===== src/rtl/fetch_pkg.sv =====
// Shared types and constants for the instruction fetch controller.
// The state encodings are kept as plain constants so legacy code can still compare against them.
package fetch_pkg;

  localparam int unsigned INSTR_WIDTH  = 32;
  localparam int unsigned PC_INCREMENT = 4;
  localparam int unsigned LAT_WIDTH    = 4;

  localparam logic [1:0] IDLE  = 2'b00;
  localparam logic [1:0] WAIT  = 2'b01;
  localparam logic [1:0] HOLD  = 2'b10;
  localparam logic [1:0] FAULT = 2'b11;

  typedef enum logic [1:0] {
    ST_IDLE  = IDLE,
    ST_WAIT  = WAIT,
    ST_HOLD  = HOLD,
    ST_FAULT = FAULT
  } fetch_state_t;

endpackage


===== src/rtl/fetch_latency_timer.sv =====
// Down-counter that tracks cycles remaining until memory data is valid.
module fetch_latency_timer
  import fetch_pkg::*;
#(
  parameter int unsigned WIDTH = LAT_WIDTH
) (
  input  logic             clk,
  input  logic             reset,
  input  logic             load,
  input  logic [WIDTH-1:0] load_value,
  input  logic             decrement,
  output logic             zero
);

  logic [WIDTH-1:0] count;

  always_ff @(posedge clk) begin
    if (reset) begin
      count <= '0;
    end else if (load) begin
      count <= load_value;
    end else if (decrement && (count != '0)) begin
      count <= count - 1'b1;
    end
  end

  assign zero = (count == '0);

endmodule


===== src/rtl/fetch_controller.sv =====
// Instruction fetch controller: issues fetches, waits MEM_LATENCY cycles, hands words to decode.
// Optional FETCH_ALIGN_CHECK_EN adds a misaligned-fetch fault output and FAULT state.
module fetch_controller
  import fetch_pkg::*;
#(
  parameter int unsigned          PC_WIDTH    = 64,
  parameter int unsigned          MEM_LATENCY = 2,
  parameter logic [PC_WIDTH-1:0]  RESET_PC    = '0
) (
  input  logic                   clk,
  input  logic                   reset,
  input  logic                   enable,
  output logic [PC_WIDTH-1:0]    mem_address,
  output logic                   mem_read,
  input  logic [INSTR_WIDTH-1:0] mem_data,
  output logic [INSTR_WIDTH-1:0] instr_out,
  output logic [PC_WIDTH-1:0]    instr_pc,
  output logic                   instr_valid,
  input  logic                   instr_ready,
  input  logic                   redirect_valid,
  input  logic [PC_WIDTH-1:0]    redirect_pc
`ifdef FETCH_ALIGN_CHECK_EN
  ,
  output logic                   fault
`endif
);

  fetch_state_t        state;
  logic [PC_WIDTH-1:0] pc;
  logic                issue_req;
  logic                issue;
  logic                misaligned;
  logic                timer_zero;
  logic                timer_dec;

  // An issue is wanted from IDLE, or from HOLD once decode takes the held word.
  always_comb begin
    issue_req = 1'b0;
    if (enable) begin
      if (state == ST_IDLE) begin
        issue_req = 1'b1;
      end else if ((state == ST_HOLD) && instr_ready) begin
        issue_req = 1'b1;
      end
    end
  end

`ifdef FETCH_ALIGN_CHECK_EN
  assign misaligned = (pc[1:0] != 2'b00);
`else
  assign misaligned = 1'b0;
`endif

  assign issue     = issue_req && !misaligned && !redirect_valid;
  assign timer_dec = (state == ST_WAIT) && !redirect_valid;

  fetch_latency_timer #(
    .WIDTH (LAT_WIDTH)
  ) u_timer (
    .clk        (clk),
    .reset      (reset),
    .load       (issue),
    .load_value (LAT_WIDTH'(MEM_LATENCY - 1)),
    .decrement  (timer_dec),
    .zero       (timer_zero)
  );

  always_ff @(posedge clk) begin
    if (reset) begin
      state       <= ST_IDLE;
      pc          <= RESET_PC;
      mem_read    <= 1'b0;
      mem_address <= RESET_PC;
      instr_valid <= 1'b0;
      instr_out   <= '0;
      instr_pc    <= '0;
`ifdef FETCH_ALIGN_CHECK_EN
      fault       <= 1'b0;
`endif
    end else if (redirect_valid) begin
      state       <= ST_IDLE;
      pc          <= redirect_pc;
      mem_read    <= 1'b0;
      instr_valid <= 1'b0;
`ifdef FETCH_ALIGN_CHECK_EN
      fault       <= 1'b0;
`endif
    end else begin
      case (state)
        ST_IDLE: begin
          if (issue_req) begin
            if (misaligned) begin
              state <= ST_FAULT;
`ifdef FETCH_ALIGN_CHECK_EN
              fault <= 1'b1;
`endif
            end else begin
              mem_address <= pc;
              mem_read    <= 1'b1;
              state       <= ST_WAIT;
            end
          end
        end
        ST_WAIT: begin
          if (timer_zero) begin
            instr_out   <= mem_data;
            instr_pc    <= pc;
            instr_valid <= 1'b1;
            pc          <= pc + PC_WIDTH'(PC_INCREMENT);
            mem_read    <= 1'b0;
            state       <= ST_HOLD;
          end
        end
        ST_HOLD: begin
          if (instr_ready) begin
            instr_valid <= 1'b0;
            if (!enable) begin
              state <= ST_IDLE;
            end else if (misaligned) begin
              state <= ST_FAULT;
`ifdef FETCH_ALIGN_CHECK_EN
              fault <= 1'b1;
`endif
            end else begin
              mem_address <= pc;
              mem_read    <= 1'b1;
              state       <= ST_WAIT;
            end
          end
        end
        ST_FAULT: begin
          state <= ST_FAULT;
        end
        default: begin
          state <= ST_IDLE;
        end
      endcase
    end
  end

endmodule


===== config.mk =====
export PLATFORM = sky130hd
export DESIGN_NAME = fetch_controller
export DESIGN_NICKNAME = d
export VERILOG_FILES = /design/src/rtl/fetch_pkg.sv /design/src/rtl/fetch_latency_timer.sv /design/src/rtl/fetch_controller.sv
export SDC_FILE = /design/constraint.sdc
export NUM_CORES = 1
export LEC_CHECK = 0
export ABC_AREA = 0
export CORE_MARGIN = 1
export CORE_UTILIZATION = 68
export DETAILED_ROUTE_END_ITERATION = 10
export DONT_BUFFER_PORTS = 1
export PLACE_DENSITY = 0.85
export REMOVE_ABC_BUFFERS = 1
export SKIP_CTS_REPAIR_TIMING = 1
export SLEW_MARGIN = 15
export SYNTH_ARGS = -nofsm -noshare
export SYNTH_HDL_FRONTEND = slang
export SYNTH_HIERARCHICAL = 1
export SYNTH_SLANG_ARGS = --single-unit

===== constraint.sdc =====
create_clock -name clk -period 4.9 [get_ports clk]
set_clock_uncertainty 0.05 [all_clocks]
set_input_delay 0.98 -clock clk [delete_from_list [all_inputs] [get_ports clk]]
set_output_delay 0.98 -clock clk [all_outputs]
set_load 0.02 [all_outputs]

**After elaboration in Yosys (flattened, before gate mapping)**

Index checks and enable logic that the tools add are counted.

- $add $sub $neg: 2
- Equal/unequal tests: 7
- Mux-type cells: 25
- Bitwise logic cells: 1
- Reductions and logical operators: 22

Operators with widths:

| kind | number |
|---|---|
| two-way mux 64 bit | 6 |
| case mux 64 bit (2 select lines) | 1 |
| adder 64 x 3 -> 64 bit, second input constant | 1 |
| two-way mux 1 bit | 12 |
| AND reduction 5 bit | 2 |
| nonzero test 2 bit | 5 |
| AND reduction 3 bit | 3 |
| inequality test 2 bit, second input constant | 4 |
| case mux 2 bit (4 select lines) | 1 |
| two-way mux 2 bit | 3 |
| == test 2 bit, second input constant | 2 |
| logical AND 1 bit | 4 |
| logical NOT 4 bit | 1 |
| nonzero test 4 bit | 1 |
| OR reduction 2 bit | 2 |
| subtractor 4 x 1 -> 4 bit, second input constant | 1 |
| case mux 1 bit (3 select lines) | 1 |
| nonzero test 3 bit | 1 |
| == test 2 x 1 -> 1 bit, second input constant | 1 |
| logical NOT 2 bit | 1 |
| case mux 1 bit (2 select lines) | 1 |
| AND reduction 2 bit | 1 |
| logical NOT 1 bit | 1 |
| NOT 1 bit | 1 |

- Register bits: 232
- Bits of input ports: 101
- Output and inout port bits: 162
- Word-level logic and storage cells: 66

**Longest topological paths before layout**

- Depth in word-level cells: 7
- Depth in mapped cells: 11
- Depth with buffers taken out: 9

**By module**

The synthesis kept the hierarchy.

By module, submodules not included:

| module | instances | cells an instance | area each (µm²) | seq. area each (µm²) |
|---|---|---|---|---|
| fetch_controller | 1 | 1244 | 9560.4 | 4564.4 |
| fetch_latency_timer | 1 | 29 | 262.8 | 80.1 |

**Worst setup path before layout**

OpenSTA, ideal clock, no wires.

- Path kind: input port to flip-flop
- From: input port redirect_valid
- To: register u_timer.count[3]
- Setup time: 0.127 ns
- Data arrival time: 2.849 ns
- Required time: 4.723 ns
- Setup slack: 1.875 ns
- Cell stages on the path: 8
- Path buffers: 4
- Path through: clkbuf_1 > clkbuf_1 > buf_1 > clkbuf_1 > nor3_1 > nor4b_2 > mux2i_1 > a211oi_1

- Longest elaborated chain between the ends: 3
- Elaborated cells between the ends (all ways): 5
- Those cells by class: reduce/logical (5)

Ends and longest elaborated chain:

| what | RTL line | RTL |
|---|---|---|
| start: declaration | fetch_controller.sv:20 | `input logic redirect_valid,` |
| logical NOT 1 bit | fetch_controller.sv:55 | `assign timer_dec = (state == ST_WAIT) && !redirect_valid;` |
| logical AND 1 bit | fetch_controller.sv:55 |  |
| via timer_dec | fetch_controller.sv:34 | `logic timer_dec;` |
| logical AND 1 bit | fetch_latency_timer.sv:22 | `end else if (decrement && (count != '0)) begin` |
| end signal: assignment | fetch_latency_timer.sv:21 | `count <= load_value;` |
| end signal: assignment | fetch_latency_timer.sv:23 | `count <= count - 1'b1;` |
| end: declaration | fetch_latency_timer.sv:15 | `logic [WIDTH-1:0] count;` |

The timed path passes the listed nets, and every way through them passes these cells.
A chain may end at the register's enable or synchronous reset.

**Final worst setup path**

- From: register u_timer.count[1]
- To: register pc[47]

- Longest elaborated chain between the ends: 3

Ends and longest elaborated chain:

| what | RTL line | RTL |
|---|---|---|
| logical NOT 4 bit | fetch_latency_timer.sv:27 | `assign zero = (count == '0);` |
| via timer_zero | fetch_controller.sv:33 | `logic timer_zero;` |
| nonzero test 2 bit (no source line) | n/a |  |
| AND reduction 2 bit (no source line) | n/a |  |
| end signal: assignment | fetch_controller.sv:82 | `pc <= redirect_pc;` |
| end signal: assignment | fetch_controller.sv:109 | `pc <= pc + PC_WIDTH'(PC_INCREMENT);` |
| end: declaration | fetch_controller.sv:29 | `logic [PC_WIDTH-1:0] pc;` |

The timed path passes the listed nets, and every way through them passes these cells.

==> results_dict.tcl <==
set metrics [dict create \
    vdd_drop_max_uv 257 \
    drc 0 \
    synth_edf_count 0 \
    hold_class "reg -> reg" \
    overflow 0 \
    worstPathCellList "inv_1 -> ha_1 -> or3b_4 -> inv_1 -> nand3b_1 -> or3_1 -> nor4_1 -> a2111oi_0 -> or3_1" \
    fin_nets 1305 \
    cts.sinks 232 \
    cp-end-kind "flip-flop" \
    core_region_area_sq_um 14000 \
    critPathKind "reg -> reg" \
    final_max_slew_viol_count 0 \
    post-route-min-period_ps 3630 \
    synth_top_family_by_area "simple AND/OR/NAND/NOR gates" \
    cts_tree "built" \
    timing.rr.start "u_timer/count[1]$_SDFFE_PP0P_" \
    antenna_found_initial 0 \
    yosys.area_share.simple_pct 29.0 \
    grt_pass1_vias 8159 \
    root_buffer "clkbuf_16" \
    max-clock-path-buffers 3 \
    clk_pin_slew_worst_paths_ps 60 \
    rr_worst_depth 9 \
    synth_area_sq_um 9820 \
    cp.required_ps 5230 \
    seq_area_sq_um 4640 \
    gr-usage-met1_pct 42.0 \
    final_cell_mix "nand2_1 (376), dfxtp_1 (232), a21oi_1 (171)" \
    multi_input_area_sq_um 4740 \
    crit_start "u_timer/count[1]$_SDFFE_PP0P_" \
    pin_count 263 \
    syn_inst 1273 \
    synth_compound_area_share_pct 15.1 \
    place_congestion 0.891 \
    insertion_delay_ps 510 \
    tightest_slew_ps 884 \
    fin_cells 1399 \
    grt_first_pass_wirelength_um 40500 \
    final_util_pct 75.3 \
    final.fill_count 1084 \
    use_met3_pct 8.29 \
    htree_levels 1 \
    grt_max_degree 238 \
    cpLargestDelayFamily "simple AND/OR/NAND/NOR gates" \
    final_common_cell "nand2_1" \
    cap_violations 0 \
    hp-start "pc[1]$_SDFFE_PP0P_" \
    critical_path_buf_inv_count 2 \
    busiest_layer "met2" \
    power.leakage_nw 3.39 \
    critPathMaxStageDelay_ps 540 \
    fmax_mhz 276 \
    grt_setup_unrepaired "false" \
    cp.depth 9 \
    yosysSeqAreaShare_pct 47.3 \
    min_path_cells 2 \
    initial_utilization_pct 70.2 \
    synth_cell_type_count 60 \
    synthAdderAreaFrac_pct 0.255 \
    use_met2_pct 54.9 \
    drtIter0Drc 843 \
    yosysWarnings 6 \
    die_area_sq_um 14900 \
    portBuffers 0 \
    postRouteAntennaNets 0 \
    dr_total_vias 8871 \
    r2r_setup_slack_ps 1270 \
    setup_viol 0 \
    synthMuxAreaShare_pct 0.713 \
    async_flop_share_pct 0 \
    hold_ws_ps 421 \
    drt-wirelength-per-cell_um 18.7 \
    status "finished, final reports clean" \
    area_delta_synth_final_pct 7.20 \
    slew_headroom_pct 40.6 \
    synth-xor-area-share_pct 2.85 \
    cts_buffers 24 \
    ys_ff_latch 232 \
    viasPerCell 6.34 \
    placed_cells 1356 \
    powerDensity_nw_per_um2 390 \
    dp_hpwl_um 16800 \
    start_kind "flip-flop" \
    die_x_um 122 \
    firstDrtPassIters 5 \
    wirelength_um 26100 \
    synth_ff_type "dfxtp_1" \
    finalHoldViolCount 0 \
    finalCritPeriodShare_pct 74.0 \
    diodes 0 \
    cp_max_fo 12 \
    placementRows 43 \
    gr-usage-all-layers_pct 33.6 \
    arrival_ps 3960 \
    slowest_stage "or3_1" \
    avgSynthCellArea_sq_um 7.72 \
    drive_gt1_share_pct 5.00 \
    die_y_um 122 \
]
[path summary, 6_finish.rpt]
kind / to
setup / recovery: pc[47]$_SDFFE_PP0N_
hold / removal: instr_pc[1]$_SDFFE_PP0P_
setup reg to reg: pc[47]$_SDFFE_PP0N_
hold reg to reg: instr_pc[1]$_SDFFE_PP0P_
[cells by family (layout without fill, tap and decap cells)]
group | count (synthesis) | after routing
compound gates | 249 | 249
mux | 7 | 7
simple gates | 629 | 629
buf+inv | 120 | 64
fa+ha+maj | 2 | 2
other cells | 2 | 4
xor+xnor | 32 | 32
flops | 232 | 232
[sequential cells by signal, indices dropped and copies added, names as in the netlist]
name / count
instr_out: 32
u_timer/count: 4
instr_valid: 1
instr_pc: 64
pc: 64
state: 2
mem_address: 64
mem_read: 1
[Yosys cell counts (all sizes together), types with 3 or more instances]
cell type	n	area [sq um]
nand4	32	206
or3	14	87.6
nor4b	10	93.8
nor3b	3	22.5
or4	11	86.3
a211oi	24	180
buf	28	120
a311oi	11	96.3
o21ai	9	45.0
dfxtp	232	4640
and3	8	50.1
and4	11	97.6
a21oi	171	856
nand4b	3	26.3
xnor2	22	193
mux2i	7	70.1
nand3	24	120
xor2	10	87.6
nor3	21	110
a31oi	3	18.8
nor2	84	315
clkbuf	77	290
inv	15	56.3
nand2	376	1410
nor4	15	93.8
or2	6	37.5
a2111oi	12	130
[metrics by stage]
step / total power, mW / area [sq um] / setup WS (ps) / TNS, ps
after CTS: 4.12 / 10500 / 1380 / 0
after global routing: 4.24 / 10500 / 1060 / 0
after floorplan: 2.23 / 9420 / -491 / -1200
after detailed placement: 2.30 / 9710 / 1440 / 0
final: 4.11 / 10500 / 1270 / 0
after global placement: 2.29 / 9710 / 1610 / 0
[power breakdown]
group	internal, mW	switching, mW
Sequential	1.95	0.123
Clock	1.12	0.721
Combinational	0.0752	0.113
Total	3.15	0.956
[per-layer routing]
| layer | vias up | wire (um) | part of all wire (%) |
|---|---|---|---|
| li1 | 4206 | - | - |
| met1 | 4152 | 10200 | 39 |
| met2 | 433 | 12400 | 47 |
| met3 | 80 | 2630 | 10 |
| met4 | 0 | 893 | 3.4 |
| met5 | - | 0 | 0 |
[final cells by class]
cell class / instances / area share (%)
multi-input combinational: 923 / 45.0
sequential: 232 / 44.1
clock buffer: 40 / 7.33
tap: 180 / 2.14
inverter: 15 / 0.535
clock inverter: 3 / 0.487
timing repair buffer: 6 / 0.428
[tightest hold or removal path, cell delays in order (launching register included)]
cell and delay [ps]:
dfxtp_1 320, nand2_1 60, a21oi_1 50
Note: power is estimated with default switching activity, not from simulation.
